**src/rtl/clb_cfg_pkg.sv**
```systemverilog
// Shared constants for the CLB configuration loader: sync word, loader states
// and the CLB frame field map used by the configuration register decode.
package clb_cfg_pkg;

  localparam logic [3:0] SYNC = 4'b0010;

  localparam int unsigned CFG_NCLB    = 16;
  localparam int unsigned CFG_ADDR_W  = 8;
  localparam int unsigned CFG_FRAME_W = 37;

  typedef enum logic [2:0] {
    S_IDLE,
    S_LEN,
    S_FRAME,
    S_PAR,
    S_DONE,
    S_ERR
  } state_e;

  // Field offsets (LSB) and widths within a frame; bit 36 is received first.
  localparam int unsigned FLD_LUT_LSB   = 21;
  localparam int unsigned FLD_LUT_W     = 16;
  localparam int unsigned FLD_COMB_LSB  = 19;
  localparam int unsigned FLD_COMB_W    = 2;
  localparam int unsigned FLD_MUX_LSB   = 9;
  localparam int unsigned FLD_MUX_W     = 10;
  localparam int unsigned FLD_O2M_LSB   = 3;
  localparam int unsigned FLD_O2M_W     = 6;
  localparam int unsigned FLD_DQMUX_LSB = 1;
  localparam int unsigned FLD_DQMUX_W   = 2;
  localparam int unsigned FLD_FLOP_LSB  = 0;
  localparam int unsigned FLD_FLOP_W    = 1;

  // Frame payload as seen by a CLB configuration register.
  typedef struct packed {
    logic [FLD_LUT_W-1:0]   lut;
    logic [FLD_COMB_W-1:0]  comboption;
    logic [FLD_MUX_W-1:0]   mux_sel;      // mux2 in the top pair, mux6 in the bottom pair
    logic [FLD_O2M_W-1:0]   o2m;          // o2m1_0, o2m2_0, o2m3_0, o2m1_1, o2m2_1, o2m3_1
    logic [FLD_DQMUX_W-1:0] dqmux;
    logic                   floporlatch;
  } cfg_frame_t;

  // Select of mux k (2..6) from a raw frame.
  function automatic logic [1:0] frame_mux_sel(input logic [CFG_FRAME_W-1:0] frame,
                                               input int unsigned k);
    int unsigned lsb;
    lsb = FLD_MUX_LSB + 2 * (6 - k);
    return frame[lsb +: 2];
  endfunction

endpackage

```
**src/rtl/clb_cfg_shreg.sv**
```systemverilog
// Serial-in/parallel-out shifter with running parity and a bit counter whose
// terminal-count flag marks the last bit of a W-bit field.
import clb_cfg_pkg::*;

module clb_cfg_shreg #(
  parameter int unsigned W = CFG_FRAME_W
) (
  input  logic         i_clk,
  input  logic         i_rst,
  input  logic         i_clr,
  input  logic         i_en,
  input  logic         i_din,
  output logic [W-1:0] o_q,
  output logic [W-1:0] o_next_c,
  output logic         o_par,
  output logic         o_tc_c
);

  localparam int unsigned CNT_W = (W > 1) ? $clog2(W) : 1;

  logic [W-1:0]     r_q;
  logic             r_par;
  logic [CNT_W-1:0] r_cnt;

  assign o_q      = r_q;
  assign o_par    = r_par;
  assign o_next_c = {r_q[W-2:0], i_din};
  assign o_tc_c   = (r_cnt == CNT_W'(W - 1));

  // Counter wraps on the last bit so back-to-back fields need no extra clear.
  always_ff @(posedge i_clk) begin
    if (i_rst || i_clr) begin
      r_q   <= '0;
      r_par <= 1'b0;
      r_cnt <= '0;
    end else if (i_en) begin
      r_q   <= o_next_c;
      r_par <= r_par ^ i_din;
      r_cnt <= o_tc_c ? '0 : r_cnt + CNT_W'(1);
    end
  end

endmodule

```
**src/rtl/clb_cfg_loader.sv**
```systemverilog
// Serial configuration loader: finds the sync word, reads the frame count and
// writes one parity-checked frame per CLB into the configuration registers.
import clb_cfg_pkg::*;

module clb_cfg_loader #(
  parameter int unsigned NCLB    = CFG_NCLB,
  parameter int unsigned ADDR_W  = CFG_ADDR_W,
  parameter int unsigned FRAME_W = CFG_FRAME_W
) (
  input  logic               i_k,
  input  logic               i_rst,
  input  logic               i_din,
  input  logic               i_dvalid,
  output logic [ADDR_W-1:0]  o_cfg_addr,
  output logic [FRAME_W-1:0] o_cfg_data,
  output logic               o_cfg_we,
  output logic               o_busy,
  output logic               o_done,
  output logic               o_err
);

  state_e r_state;
  state_e w_state_nxt;

  logic [3:0]         r_hist;
  logic [ADDR_W-1:0]  r_addr;
  logic [ADDR_W-1:0]  r_cfg_addr;
  logic [FRAME_W-1:0] r_cfg_data;
  logic               r_we;
  logic               r_busy;
  logic               r_done;
  logic               r_err;

  logic [3:0] w_hist_nxt;
  logic       w_len_en;
  logic       w_frm_en;
  logic       w_frm_clr;
  logic       w_we_nxt;
  logic       w_addr_clr;
  logic       w_addr_inc;
  logic       w_done_set;
  logic       w_err_set;

  logic [ADDR_W-1:0]  w_len_q;
  logic [ADDR_W-1:0]  w_len_next;
  logic               w_len_tc;
  logic               w_unused_len_par;
  logic [FRAME_W-1:0] w_frm_q;
  logic [FRAME_W-1:0] w_unused_frm_next;
  logic               w_frm_par;
  logic               w_frm_tc;

  // Frame-count field; its register keeps N for the rest of the transfer.
  clb_cfg_shreg #(.W(ADDR_W)) u_len (
    .i_clk    (i_k),
    .i_rst    (i_rst),
    .i_clr    (1'b0),
    .i_en     (w_len_en),
    .i_din    (i_din),
    .o_q      (w_len_q),
    .o_next_c (w_len_next),
    .o_par    (w_unused_len_par),
    .o_tc_c   (w_len_tc)
  );

  clb_cfg_shreg #(.W(FRAME_W)) u_frame (
    .i_clk    (i_k),
    .i_rst    (i_rst),
    .i_clr    (w_frm_clr),
    .i_en     (w_frm_en),
    .i_din    (i_din),
    .o_q      (w_frm_q),
    .o_next_c (w_unused_frm_next),
    .o_par    (w_frm_par),
    .o_tc_c   (w_frm_tc)
  );

  always_ff @(posedge i_k) begin
    if (i_rst) begin
      r_state <= S_IDLE;
    end else begin
      r_state <= w_state_nxt;
    end
  end

  // Everything but a pending strobe freezes on edges without DVALID.
  always_comb begin
    w_state_nxt = r_state;
    w_hist_nxt  = r_hist;
    w_len_en    = 1'b0;
    w_frm_en    = 1'b0;
    w_frm_clr   = 1'b0;
    w_we_nxt    = 1'b0;
    w_addr_clr  = 1'b0;
    w_addr_inc  = 1'b0;
    w_done_set  = 1'b0;
    w_err_set   = 1'b0;
    if (i_dvalid) begin
      unique case (r_state)
        S_IDLE: begin
          w_hist_nxt = {r_hist[2:0], i_din};
          if (w_hist_nxt == SYNC) begin
            w_state_nxt = S_LEN;
          end
        end
        S_LEN: begin
          w_len_en = 1'b1;
          if (w_len_tc) begin
            if (w_len_next == '0) begin
              w_state_nxt = S_DONE;
              w_done_set  = 1'b1;
            end else if (w_len_next > ADDR_W'(NCLB)) begin
              w_state_nxt = S_ERR;
              w_err_set   = 1'b1;
            end else begin
              w_state_nxt = S_FRAME;
              w_addr_clr  = 1'b1;
            end
          end
        end
        S_FRAME: begin
          w_frm_en = 1'b1;
          if (w_frm_tc) begin
            w_state_nxt = S_PAR;
          end
        end
        S_PAR: begin
          w_frm_clr = 1'b1;
          if (w_frm_par ^ i_din) begin
            w_state_nxt = S_ERR;
            w_err_set   = 1'b1;
          end else begin
            w_we_nxt   = 1'b1;
            w_addr_inc = 1'b1;
            if (r_addr == w_len_q - ADDR_W'(1)) begin
              w_state_nxt = S_DONE;
              w_done_set  = 1'b1;
            end else begin
              w_state_nxt = S_FRAME;
            end
          end
        end
        default: begin
        end
      endcase
    end
  end

  always_ff @(posedge i_k) begin
    if (i_rst) begin
      r_hist     <= '0;
      r_addr     <= '0;
      r_cfg_addr <= '0;
      r_cfg_data <= '0;
      r_we       <= 1'b0;
      r_busy     <= 1'b0;
      r_done     <= 1'b0;
      r_err      <= 1'b0;
    end else begin
      r_hist <= w_hist_nxt;
      r_we   <= w_we_nxt;
      if (w_addr_clr) begin
        r_addr <= '0;
      end else if (w_addr_inc) begin
        r_addr <= r_addr + ADDR_W'(1);
      end
      if (w_we_nxt) begin
        r_cfg_addr <= r_addr;
        r_cfg_data <= w_frm_q;
      end
      r_busy <= (w_state_nxt == S_LEN) || (w_state_nxt == S_FRAME) ||
                (w_state_nxt == S_PAR);
      if (w_done_set) begin
        r_done <= 1'b1;
      end
      if (w_err_set) begin
        r_err <= 1'b1;
      end
    end
  end

  assign o_cfg_addr = r_cfg_addr;
  assign o_cfg_data = r_cfg_data;
  assign o_cfg_we   = r_we;
  assign o_busy     = r_busy;
  assign o_done     = r_done;
  assign o_err      = r_err;

endmodule

```
**config.mk**
```make
export PLATFORM = sky130hd
export DESIGN_NAME = clb_cfg_loader
export DESIGN_NICKNAME = d
export VERILOG_FILES = /design/src/rtl/clb_cfg_pkg.sv /design/src/rtl/clb_cfg_shreg.sv /design/src/rtl/clb_cfg_loader.sv
export SDC_FILE = /design/constraint.sdc
export NUM_CORES = 1
export LEC_CHECK = 0
export ABC_AREA = 1
export BUFFER_PORTS_ARGS = -buffer_cell sky130_fd_sc_hd__buf_4
export CORE_MARGIN = 2
export CORE_UTILIZATION = 50
export DETAILED_ROUTE_END_ITERATION = 8
export PLACE_DENSITY = 0.77
export SKIP_CTS_REPAIR_TIMING = 1
export SLEW_MARGIN = 0
export SYNTH_ARGS = -nofsm -noshare
export SYNTH_HDL_FRONTEND = slang
export SYNTH_HIERARCHICAL = 1
export SYNTH_SLANG_ARGS = --single-unit
```
**constraint.sdc**
```tcl
create_clock -name i_k -period 3.7 [get_ports i_k]
set_clock_uncertainty 0.2 [all_clocks]
set_input_delay 0.185 -clock i_k [delete_from_list [all_inputs] [get_ports i_k]]
set_output_delay 0.185 -clock i_k [all_outputs]
set_load 0.01 [all_outputs]
```
==> results.json <==
{
  "fillers": 888,
  "power.leakage_uw": 0.00261,
  "diodes": 0,
  "final_nets": 735,
  "grt_pass1_wl_um": 18000,
  "areaGrowthSynthToFinish_pct": 12.7,
  "crit_fanout": 41,
  "layout.area.seq_mm2": 0.00236,
  "rsz0062_at_grt": "no",
  "dpl_worst_slack_ps": 1120,
  "hpwl_um": 6890,
  "relSlewSlack": 0.262,
  "drv_slew": 0,
  "grt_max_degree": 55,
  "hold_class": "reg -> reg",
  "cp-start-kind": "flop",
  "cts.sink_count": 118,
  "worstSkewPairLatency_ps": 510,
  "gp_congestion": 0.896,
  "required_ps": 3840,
  "htree_levels": 4,
  "start_util": 0.509,
  "die-width_um": 106,
  "avgSynthCellArea_um2": 7.23,
  "grt_pass1_vias": 4143,
  "fp.dieH_um": 106,
  "wl_um": 10600,
  "synth_fp_nets": 730,
  "core_mm2": 0.0102,
  "grtUsageTotal": 0.198,
  "vias_per_cell": 5.03,
  "yosys_warnings": 6,
  "io_pins": 53,
  "finalSetupViolCount": 0,
  "antenna_left": 0,
  "portBuffers": 52,
  "end_kind": "flop",
  "syn_area_mm2": 0.00520,
  "drive_gt1_frac": 0.128,
  "clk_pin_slew_ps": 50,
  "hold_viol_final": 0,
  "row_count": 37,
  "grt_antenna_before_repair": 0,
  "drc": 0,
  "wire_per_inst_um": 12.2,
  "fin_setup_tns_ps": 0,
  "cts_tree": "built",
  "cap_violations": 0,
  "path_class": "reg -> reg",
  "min_period_ps": 2590,
  "status": "complete, no violations",
  "fin_crit_sh": 0.700,
  "num_vias": 4372,
  "worst_pin_slew_ps": 1110,
  "overflow": 0,
  "clk_path_buf_depth": 2,
  "cts-buffers-inserted": 17,
  "syn_inst": 720,
  "ir_drop_v": 0.000278,
  "cts-root-buf": "clkbuf_8",
  "p_per_area_mw_per_mm2": 494,
  "fin_ws_ps": 1110,
  "design.die.area_mm2": 0.0112,
  "drt_first_pass_iters": 5,
  "fmax_mhz": 386,
  "drt-initial-drc-count": 163,
  "multi_input_area_mm2": 0.00217,
  "crit_arrival_ps": 2730
}
cell type report:
type / count / share of cell area
repair buffers: 58 / 0.0760
multi-input cells: 484 / 0.370
clock inverters: 5 / 0.0128
flip-flops and latches: 118 / 0.403
clock buffers: 23 / 0.0796
inverters: 46 / 0.0294
well taps: 136 / 0.0290
critical path, stage by stage, from the launching register on:
cell and delay, ps:
dfxtp_1 350, nor3_1 280, inv_1 110, nor2_2 90
buf_4 360, inv_1 590, o21ai_0 370, a21oi_1 60
metal layers:
| layer | GRT usage | routed length [um] |
|---|---|---|
| met3 | 0.0509 | 451 |
| met5 | 0 | 0 |
| met2 | 0.324 | 5280 |
| met4 | 0.103 | 131 |
| met1 | 0.239 | 4740 |
final timing paths:
| path | slack (ps) | startpoint | cells past startpoint | endpoint |
|---|---|---|---|---|
| hold reg to reg | 260 | r_hist[2]$_SDFFE_PP0P_ | 2 | r_hist[2]$_SDFFE_PP0P_ |
| hold / removal | 260 | r_hist[2]$_SDFFE_PP0P_ | 2 | r_hist[2]$_SDFFE_PP0P_ |
| setup reg to reg | 1110 | r_state[2]$_SDFF_PP0_ | 7 | u_frame/r_cnt[1]$_SDFFE_PP0P_ |
| setup / recovery | 1110 | r_state[2]$_SDFF_PP0_ | 7 | u_frame/r_cnt[1]$_SDFFE_PP0P_ |
through the flow:
stage / area (um2) / std cells / hold WS (ps) / utilization / power [uW]
2_1_floorplan: 5200 / 720 / 132 / - / 1400
3_3_place_gp: 5280 / 838 / 247 / 0.516 / 1410
3_5_place_dp: 5280 / 838 / 251 / 0.516 / 1420
4_1_cts: 5820 / 866 / -236 / 0.569 / 2910
5_1_grt: 5860 / 870 / 294 / 0.573 / 2990
6_report: 5860 / 870 / 265 / 0.573 / 2890
cell usage in the layout, fill, tap and decap left out, drive strengths merged, types with 2 or more instances in the layout:
| cell | instances |
|---|---|
| nor3b | 2 |
| dfxtp | 118 |
| nand4 | 2 |
| nand2 | 188 |
| xor2 | 4 |
| nand3 | 19 |
| xnor2 | 4 |
| clkinv | 3 |
| buf | 54 |
| nor3 | 5 |
| inv | 46 |
| o21ai | 47 |
| bufinv | 2 |
| ha | 6 |
| clkbuf | 23 |
| nor4 | 3 |
| a21oi | 70 |
| dlygate4sd3 | 4 |
| nor2 | 130 |
power breakdown:
part | switching (uW) | internal, uW
Combinational | 71.9 | 32.0
Sequential | 7.62 | 1280
Clock | 508 | 990
Total | 588 | 2310
state kept, by name, indices dropped and copies added, names as in the netlist:
signal and cells:
o_busy 1, o_cfg_addr 8, o_cfg_data 37, o_cfg_we 1
o_done 1, o_err 1, r_addr 8, r_hist 3
r_state 3, u_frame/o_par 1, u_frame/o_q 37, u_frame/r_cnt 6
u_len/o_q 8, u_len/r_cnt 3
Note: power is estimated with default switching activity, not from simulation.
